===== config.mk =====
export PLATFORM = sky130hd
export DESIGN_NAME = nibble_packer
export DESIGN_NICKNAME = d
export VERILOG_FILES = /design/src/rtl/nibble_packer.sv
export SDC_FILE = /design/constraint.sdc
export NUM_CORES = 1
export LEC_CHECK = 0
export CORE_MARGIN = 4
export CORE_UTILIZATION = 50
export CTS_BUF_LIST = sky130_fd_sc_hd__clkbuf_8
export DETAILED_ROUTE_END_ITERATION = 10
export PLACE_DENSITY = 0.85
export SLEW_MARGIN = 25
export SYNTH_ARGS = -nofsm -noshare
export SYNTH_HDL_FRONTEND = slang
export SYNTH_SLANG_ARGS = --single-unit
export TNS_END_PERCENT = 5

===== constraint.sdc =====
create_clock -name ck -period 2.76 [get_ports ck]
set_clock_uncertainty 0.15 [all_clocks]
set_input_delay 0.552 -clock ck [delete_from_list [all_inputs] [get_ports ck]]
set_output_delay 0.552 -clock ck [all_outputs]
set_load 0.02 [all_outputs]

===== src/rtl/nibble_packer.sv =====
// Packs consecutive 4-bit nibbles into a NIBBLES*4-bit word behind a valid/ready handshake.
// A flush closes a partial word early and pads the unfilled slots with PAD_NIBBLE.
module nibble_packer #(
  parameter int          NIBBLES    = 4,
  parameter logic [3:0]  PAD_NIBBLE = 4'h9,
  localparam int         CW         = $clog2(NIBBLES + 1),
  localparam int         WW         = NIBBLES * 4
) (
  input  logic          ck,
  input  logic          arst,
  input  logic [3:0]    inVal,
  input  logic          inValid,
  output logic          inReady,
  input  logic          flush,
  output logic [WW-1:0] outWord,
  output logic          outValid,
  input  logic          outReady,
  output logic [CW-1:0] outCount,
  output logic [7:0]    outSeq
);

  typedef enum logic {FILL, HOLD} state_t;

  state_t        state_q;
  logic [CW-1:0] idx_q;
  logic [WW-1:0] slots_q;
  logic [WW-1:0] word_q;
  logic [CW-1:0] count_q;
  logic [7:0]    seq_q;

  logic          accept;
  logic          pop;
  logic [CW-1:0] fill_d;
  logic [CW-1:0] wr_idx_d;
  logic          full_d;

  // Slots below n_old come from the partial buffer, slot n_old takes the
  // incoming nibble when one is accepted this cycle, the rest are padding.
  function automatic logic [WW-1:0] assemble(input logic [WW-1:0] part,
                                             input logic [CW-1:0] n_old,
                                             input logic          take,
                                             input logic [3:0]    nib);
    logic [WW-1:0] w;
    w = '0;
    for (int k = 0; k < NIBBLES; k++) begin
      if (k < int'(n_old))
        w[4*k +: 4] = part[4*k +: 4];
      else if ((k == int'(n_old)) && take)
        w[4*k +: 4] = nib;
      else
        w[4*k +: 4] = PAD_NIBBLE;
    end
    return w;
  endfunction

  always_comb begin
    inReady  = (state_q == FILL) | outReady;
    accept   = inValid & inReady;
    pop      = (state_q == HOLD) & outReady;
    fill_d   = idx_q + CW'(accept);
    full_d   = accept & (idx_q == CW'(NIBBLES - 1));
    wr_idx_d = (state_q == HOLD) ? '0 : idx_q;
  end

  assign outValid = (state_q == HOLD);
  assign outWord  = word_q;
  assign outCount = count_q;
  assign outSeq   = seq_q;

  // Partial-word storage is pure data: it is always rewritten from slot 0 after reset.
  always_ff @(posedge ck) begin
    if (accept)
      slots_q[int'(wr_idx_d)*4 +: 4] <= inVal;
  end

  always_ff @(posedge ck or posedge arst) begin
    if (arst) begin
      state_q <= FILL;
      idx_q   <= '0;
      word_q  <= '0;
      count_q <= '0;
      seq_q   <= '0;
    end else begin
      case (state_q)
        FILL: begin
          if (full_d || (flush && (fill_d != '0))) begin
            word_q  <= assemble(slots_q, idx_q, accept, inVal);
            count_q <= fill_d;
            idx_q   <= '0;
            state_q <= HOLD;
          end else if (accept) begin
            idx_q <= idx_q + CW'(1);
          end
        end
        HOLD: begin
          if (pop) begin
            seq_q <= seq_q + 8'd1;
            if (accept && flush) begin
              // Released word is immediately replaced by a one-nibble padded word.
              word_q  <= assemble(slots_q, '0, 1'b1, inVal);
              count_q <= CW'(1);
              idx_q   <= '0;
            end else if (accept) begin
              idx_q   <= CW'(1);
              state_q <= FILL;
            end else begin
              idx_q   <= '0;
              state_q <= FILL;
            end
          end
        end
        default: begin
          state_q <= FILL;
          idx_q   <= '0;
        end
      endcase
    end
  end

endmodule


==> results of run 1 <==
sequential cells by signal, summed over array words and instances, names as in the netlist:
signal / cells
outCount: 3
slots_q: 16
outValid: 1
idx_q: 3
outSeq: 8
outWord: 16
power groups by stage:
stage / Sequential [mW] / Clock (mW) / Combinational [mW]
finish: 1.05 / 0.586 / 1.47
global placement: 1.05 / 0 / 1.35
global route: 1.08 / 0.624 / 1.60
floorplan: 1.18 / 0 / 0.759
CTS: 1.04 / 0.591 / 1.41
detailed placement: 1.06 / 0 / 1.39
cells by family after synthesis:
| family | after synthesis | synth area share [%] |
|---|---|---|
| fa+ha+maj | 10 | 5.08 |
| flops | 47 | 51.0 |
| mux | 16 | 6.86 |
| simple gates | 87 | 19.6 |
| compound gates | 32 | 10.9 |
| xor+xnor | 9 | 3.20 |
| buf+inv | 18 | 3.40 |
routing by layer:
layer	vias to the layer above	share of wire [%]	GRT usage, %
met2	69	50	31.4
li1	892	-	-
met4	0	2.3	8.22
met1	892	42	23.5
met3	12	5.3	3.10
met5	-	0	0
layout make-up:
cell class	count	area [sq um]	share of cell area [%]
multi-input cells	154	1200	37.7
repair buffers	52	483	15.1
flip-flops and latches	47	1260	39.4
clock inverters	3	63.8	2.00
inverters	8	30.0	0.942
clock buffers	5	68.8	2.16
well taps	67	83.8	2.63
worst max path at each step:
stage	from	endpoint	slack, ns	depth (start not counted)
detailed placement	outReady	idx_q[1]	-0.34	10
finish	outReady	outWord[13]	0.04	9
CTS	outReady	outWord[15]	0.06	9
floorplan	outValid	outWord[12]	0.03	9
global route	outReady	outWord[1]	-0.01	9
global placement	outReady	outWord[14]	-0.27	9
stage by stage:
| step | power [mW] | instance area (sq um) | util (%) | hold slack (ns) |
|---|---|---|---|---|
| finish | 3.11 | 3190 | 67.1 | 0.327 |
| detailed placement | 2.45 | 2980 | 62.6 | 0.318 |
| CTS | 3.04 | 3120 | 65.7 | 0.330 |
| floorplan | 1.94 | 2460 | - | 0.376 |
| global route | 3.30 | 3190 | 67.1 | 0.352 |
| global placement | 2.40 | 2980 | 62.6 | 0.312 |
layout by cell type, fill, tap and decap left out, types with 2 or more instances in the layout:
cell             synthesis  routed
nand4_1                 10      10
mux2_4                   0       6
buf_4                    1      15
nor2_1                  13      13
o31ai_1                  2       2
a221oi_1                 2       2
and4_1                   2       2
edfxtp_1                16      16
a22o_1                   4       4
mux2i_1                  9       9
xnor2_1                  7       7
o22ai_1                  5       5
o211ai_1                 2       2
clkbuf_8                 0       5
nand2b_1                 6       5
bufinv_16                0       2
and3b_1                  2       2
nand3_1                  3       3
and3_1                   2       2
o21bai_1                 4       4
nand2_1                 18      18
and2_1                  20      19
clkdlybuf4s50_1          0      37
nor3_1                   3       3
ha_1                    10       8
a21oi_1                  3       3
a2bb2oi_1                2       2
a22oi_1                  2       2
inv_1                    8       9
dfrtp_1                 31      31
or3_1                    2       2
repair_timing:
action                                  CTS  global route
endpoints found under the hold margin     0             0
gates resized for setup                   2            13
pin swaps                                 0             2
hold buffers                              0             0
gates cloned                              0             0
endpoints found under the setup margin    8             8
worst max-delay path: cells and delay by family:
family | cells | cell delay (ns)
compound gates | 2 | 0.59
buf+inv | 1 | 0.43
fa+ha+maj | 2 | 0.34
mux | 1 | 0.34
simple gates | 2 | 0.32
xor+xnor | 1 | 0.16
==> run_results.csv, run 1 <==
group,metric,value,unit
outcome,status,"complete, no violations",
yosys,synth_top_cell_by_area,"dfrtp_1",
floorplanning,ios,38,
floorplanning,die_x,78.2,microns
routing,drt_iter0_markers,158,
floorplanning,start_util,51.8,%
sta,maxSlewViolCount,0,
layout,nets,287,
place,portBuffers,37,
layout,n_fill_cell,352,
routing,detail_route.first_pass.iterations,4,
cts,clk_path_buf_depth,2,
yosys,synthFlopType,"dfrtp_1",
routing,wl_per_cell,16.4,microns
sta,slew_headroom,63.9,%
setup_path,slowest_stage,"clkdlybuf4s50_1",
yosys,async_reset_ff_share,66.0,%
cts,cts_buffers,5,
sta,period_needed,2.72,ns
setup_path,r2r_end,"outWord[13]",
setup_path,cp_cell_sequence,"clkdlybuf4s50_1 > nand2b_4 > and2_4 > ha_2 > ha_4 > xor2_4 > o31ai_4 > o211ai_4 > mux2_4",
sta,finalHoldViolCount,0,
yosys,synth_edf_count,16,
grt,grt_pass1_wl,8890,microns
grt,antenna_found_initial,0,
pwr,ir_drop,0.000496,V
setup_path,cp_max_fo,7,
grt,gr-total-overflow,0,
sta,setup_viol,0,
setup_path,critPathMaxStageDelay,0.43,ns
hold_path,hold_path.startpoint,"outSeq[7]",
yosys,ys_top_cells_by_area,"dfrtp_1 (32%), edfxtp_1 (20%), and2_1 (5.1%), ha_1 (5.1%), mux2i_1 (3.7%)",
yosys,synth_commonest_cells,"dfrtp_1 (31), and2_1 (20), nand2_1 (18)",
setup_path,r2r_slack,0.22,ns
pwr,p_comb_share,47.4,%
cts,post_cts_buffers,0,
yosys,yosysUniqueCellTypes,46,
setup_path,worst-endpoint-required,2.79,ns
place,dp_hpwl,3690,microns
floorplanning,coreArea,4750,sq um
setup_path,worstSetupStartpointType,"primary input",
pwr,swShare,36.4,%
routing,drt-total-wl,5500,microns
sta,setup_slack,0.0447,ns
pwr,power_density,977,nW/um^2
cts,h-tree-depth,2,
hold_path,holdPathStages,1,
pwr,p_leak,1.29,nW
hold_path,worstHoldEndpoint,"outSeq[7]",
yosys,ys_seq_area_share,51.0,%
sta,fmax,368,MHz
place,globalplace.congestion,0.805,
layout,n_antenna_cell,0,
hold_path,hold_path.class,"reg2reg",
setup_path,cp-end-kind,"flip-flop",
layout,synthToLayoutAreaGrowth,29.5,%
pwr,p_seq_share,33.8,%
cts,tritoncts,"yes",
setup_path,rr_startpoint,"outValid",
place,dpl.cell_count,328,
cts,clk_latency,0.30,ns
layout,fin_cells,336,
grt,grt_max_degree,32,
yosys,synth_cells,219,
setup_path,crit_type,"in2reg",
setup_path,rr_worst_depth,8,
yosys,yosysWarningCount,0,
yosys,synth_seq_cells,47,
floorplanning,num_rows,25,
grt,grt_use_total,18.6,%
floorplanning,die_h,78.2,microns
floorplanning,die_area,6110,sq um
yosys,syn_nets,238,
pwr,p_int,1.98,mW
yosys,syn_avg_cell_area,11.2,sq um
routing,drcViolationCount,0,
place,dp_slack,-0.345,ns
grt,grt_pass1_vias,1852,
routing,ant_nets,0,
job,maxCapViolCount,0,
yosys,syn_area,2460,sq um
setup_path,arrival,2.75,ns
cts,cts-root-buf,"clkbuf_8",
layout,drive_above_1_share,15.2,%
yosys,yosysMostFrequentCell,"dfrtp_1",
sta,fin_tns_setup,0,ns
pwr,pwr-share-clk,18.8,%
cts,cts_sinks,47,
routing,vias_per_cell,5.55,
yosys,synth_top_area_share,31.5,%
sta,worst_slew_pin_slew,0.541,ns
routing,vias,1865,
pwr,power_switching,1.14,mW
sta,fin_crit_sh,98.4,%
cts,path_clk_slew,0.09,ns
Power figures use the tool's default switching activity.
==> run 2: changes to the inputs <==
ABC_AREA = 1   (was unset)
CORE_UTILIZATION = 51   (was 50)
PLACE_DENSITY = 0.79   (was 0.85)
SKIP_CTS_REPAIR_TIMING = 1   (was unset)
==> run 2 against run 1 <==
Net effect:
- first-iteration DRC count is 7.6% higher
- non-clock buffer count is 1 lower
- synthesized cell count is 33% higher
- sequential share of layout area is 0.12 points higher
- synthesized area is 4.7% higher
- clock power is 30% lower
- critical path type is now in2out
- critical endpoint is now inReady
- largest power group unchanged
==> run_results.csv, run 2 <==
group,metric,value,unit
yosys,ys_top_cells_by_area,"dfrtp_1 (30%), edfxtp_1 (19%), nand2_1 (13%), ha_1 (4.9%), nand3_1 (4.5%)",
cts,cts_buffers,5,
setup_path,r2r_slack,0.29,ns
yosys,ys_seq_area_share,48.7,%
yosys,syn_area,2580,sq um
grt,grt_pass1_vias,1972,
yosys,yosysWarningCount,0,
sta,fin_crit_sh,93.6,%
pwr,p_comb_share,55.9,%
cts,h-tree-depth,2,
place,portBuffers,37,
pwr,power_switching,1.49,mW
pwr,fin_total_pwr,3.37,mW
grt,gr-total-overflow,0,
pwr,swShare,44.1,%
cts,tritoncts,"yes",
yosys,syn_nets,310,
setup_path,critPathMaxStageDelay,0.60,ns
grt,grt_use_total,19.1,%
yosys,synth_seq_cells,47,
floorplanning,ios,38,
setup_path,worst-endpoint-required,2.06,ns
routing,detail_route.first_pass.iterations,4,
floorplanning,die_h,79.1,microns
setup_path,critical_path.most_common_cell,"clkdlybuf4s50_1",
setup_path,cp-end-kind,"primary output",
job,maxCapViolCount,0,
floorplanning,start_util,53.5,%
sta,setup_viol,0,
pwr,ir_drop,0.000526,V
cts,clk_path_buf_depth,2,
cts,cts_sinks,47,
setup_path,r2r_end,"slots_q[3]",
yosys,synth_cells,291,
routing,vias,2038,
layout,synthToLayoutAreaGrowth,23.3,%
sta,slew_headroom,68.1,%
yosys,synth_commonest_cells,"nand2_1 (86), dfrtp_1 (31), inv_1 (28)",
sta,maxSlewViolCount,0,
yosys,async_reset_ff_share,66.0,%
sta,worst_slew_pin_slew,0.475,ns
cts,clk_latency,0.31,ns
setup_path,rr_startpoint,"outValid",
yosys,yosysUniqueCellTypes,32,
hold_path,holdPathStages,2,
routing,drcViolationCount,0,
routing,vias_per_cell,4.96,
yosys,synthXorXnorAreaFrac,2.38,%
floorplanning,coreArea,4820,sq um
layout,final_common_cell,"nand2_1",
hold_path,worstHoldEndpoint,"outWord[8]",
routing,ant_nets,0,
sta,fin_tns_setup,0,ns
cts,path_clk_slew,0.08,ns
pwr,p_int,1.89,mW
yosys,synth_top_area_share,30.1,%
pwr,power_density,1060,nW/um^2
routing,wl_per_cell,12.9,microns
yosys,yosysMostFrequentCell,"nand2_1",
setup_path,cp_cell_sequence,"clkdlybuf4s50_1 > inv_1 > nand2_4 > buf_4 > clkdlybuf4s50_1",
place,place_area,3090,sq um
layout,nets,362,
sta,rsz0062_at_grt,"false",
pwr,p_seq_share,32.0,%
yosys,synth_top_cell_by_area,"dfrtp_1",
sta,period_needed,2.58,ns
grt,grt_max_degree,32,
floorplanning,die_area,6260,sq um
hold_path,hold_path.startpoint,"outWord[8]",
place,globalplace.congestion,0.851,
outcome,status,"complete, no violations",
setup_path,cp_max_fo,5,
yosys,syn_avg_cell_area,8.86,sq um
grt,antenna_found_initial,0,
setup_path,rr_worst_depth,6,
setup_path,slowest_stage,"clkdlybuf4s50_1",
place,dp_hpwl,4110,microns
yosys,synthAdderAreaFrac,4.85,%
sta,fmax,387,MHz
layout,post-route-util,66.0,%
yosys,synthFlopType,"dfrtp_1",
layout,n_antenna_cell,0,
yosys,yosys.area_share.simple,31.8,%
setup_path,crit_type,"in2out",
setup_path,arrival,1.88,ns
yosys,synthMuxAreaShare,0,%
yosys,synth_top_family_by_area,"simple AND/OR/NAND/NOR gates",
pwr,pwr-share-clk,12.1,%
layout,drive_above_1_share,15.7,%
sta,finalHoldViolCount,0,
setup_path,worstSetupStartpointType,"primary input",
routing,drt-total-wl,5320,microns
floorplanning,die_x,79.1,microns
yosys,synth_edf_count,16,
routing,drt_iter0_markers,170,
layout,design_area,3180,sq um
hold_path,hold_path.class,"reg2reg",
pwr,p_leak,1.53,nW
yosys,synth_compound_area_share,4.95,%
cts,cts-root-buf,"clkbuf_8",
layout,mostFrequentLayoutCells,"nand2_1 (86), clkdlybuf4s50_1 (37), dfrtp_1 (31)",
grt,grt_pass1_wl,9310,microns
floorplanning,num_rows,25,
[run 2: worst max path at each step]
stage | start | end | cells past startpoint
after detailed placement | outReady | outWord[10] | 15
after global placement | outReady | outWord[9] | 14
after global routing | outReady | inReady | 5
after floorplan | outValid | slots_q[0] | 9
final | outReady | inReady | 5
after CTS | outReady | inReady | 5
[run 2: cell families after synthesis]
family,count (synthesis)
xor gates and xnor gates,7
AOI/OAI and AO/OA,19
adders and majority gates,10
and+or+nand+nor,171
DFF,47
buffers and inverters,37
[run 2: critical path, delay by kind of cell]
| family | cells | cell delay, ns |
|---|---|---|
| AND/OR/NAND/NOR | 1 | 0.07 |
| buffers and inverters | 4 | 1.26 |
[run 2: area by class of cell]
type                            instances  area [sq um]
Fill cell                             386          1640
Sequential cell                        47          1260
Multi-Input combinational cell        207          1150
Timing Repair Buffer                   51           488
Inverter                               31           119
Tap cell                               67          83.8
Clock buffer                            5          68.8
Clock inverter                          3          16.3
[run 2: layer usage]
| metal | global-route usage [%] | wire length, microns | up-vias |
|---|---|---|---|
| met1 | 26.0 | 2500 | 944 |
| li1 | - | - | 1037 |
| met3 | 4.31 | 251 | 6 |
| met4 | 6.01 | 74 | 0 |
| met2 | 30.5 | 2490 | 51 |
| met5 | 0 | 0 | - |
[run 2: metrics by stage]
step	cells	setup WS (ns)	hold slack [ns]
after floorplan	291	-0.0934	0.372
after global placement	403	0.0401	0.313
after detailed placement	403	-0.0211	0.315
after CTS	411	0.165	0.335
after global routing	411	0.125	0.356
final	411	0.176	0.341
[run 2: power groups by stage]
stage	Clock, mW	Sequential [mW]	Combinational [mW]
2_1_floorplan	0	1.27	1.13
3_3_place_gp	0	1.09	1.84
3_5_place_dp	0	1.09	1.89
4_1_cts	0.420	1.08	1.90
5_1_grt	0.452	1.11	2.10
6_report	0.409	1.08	1.89
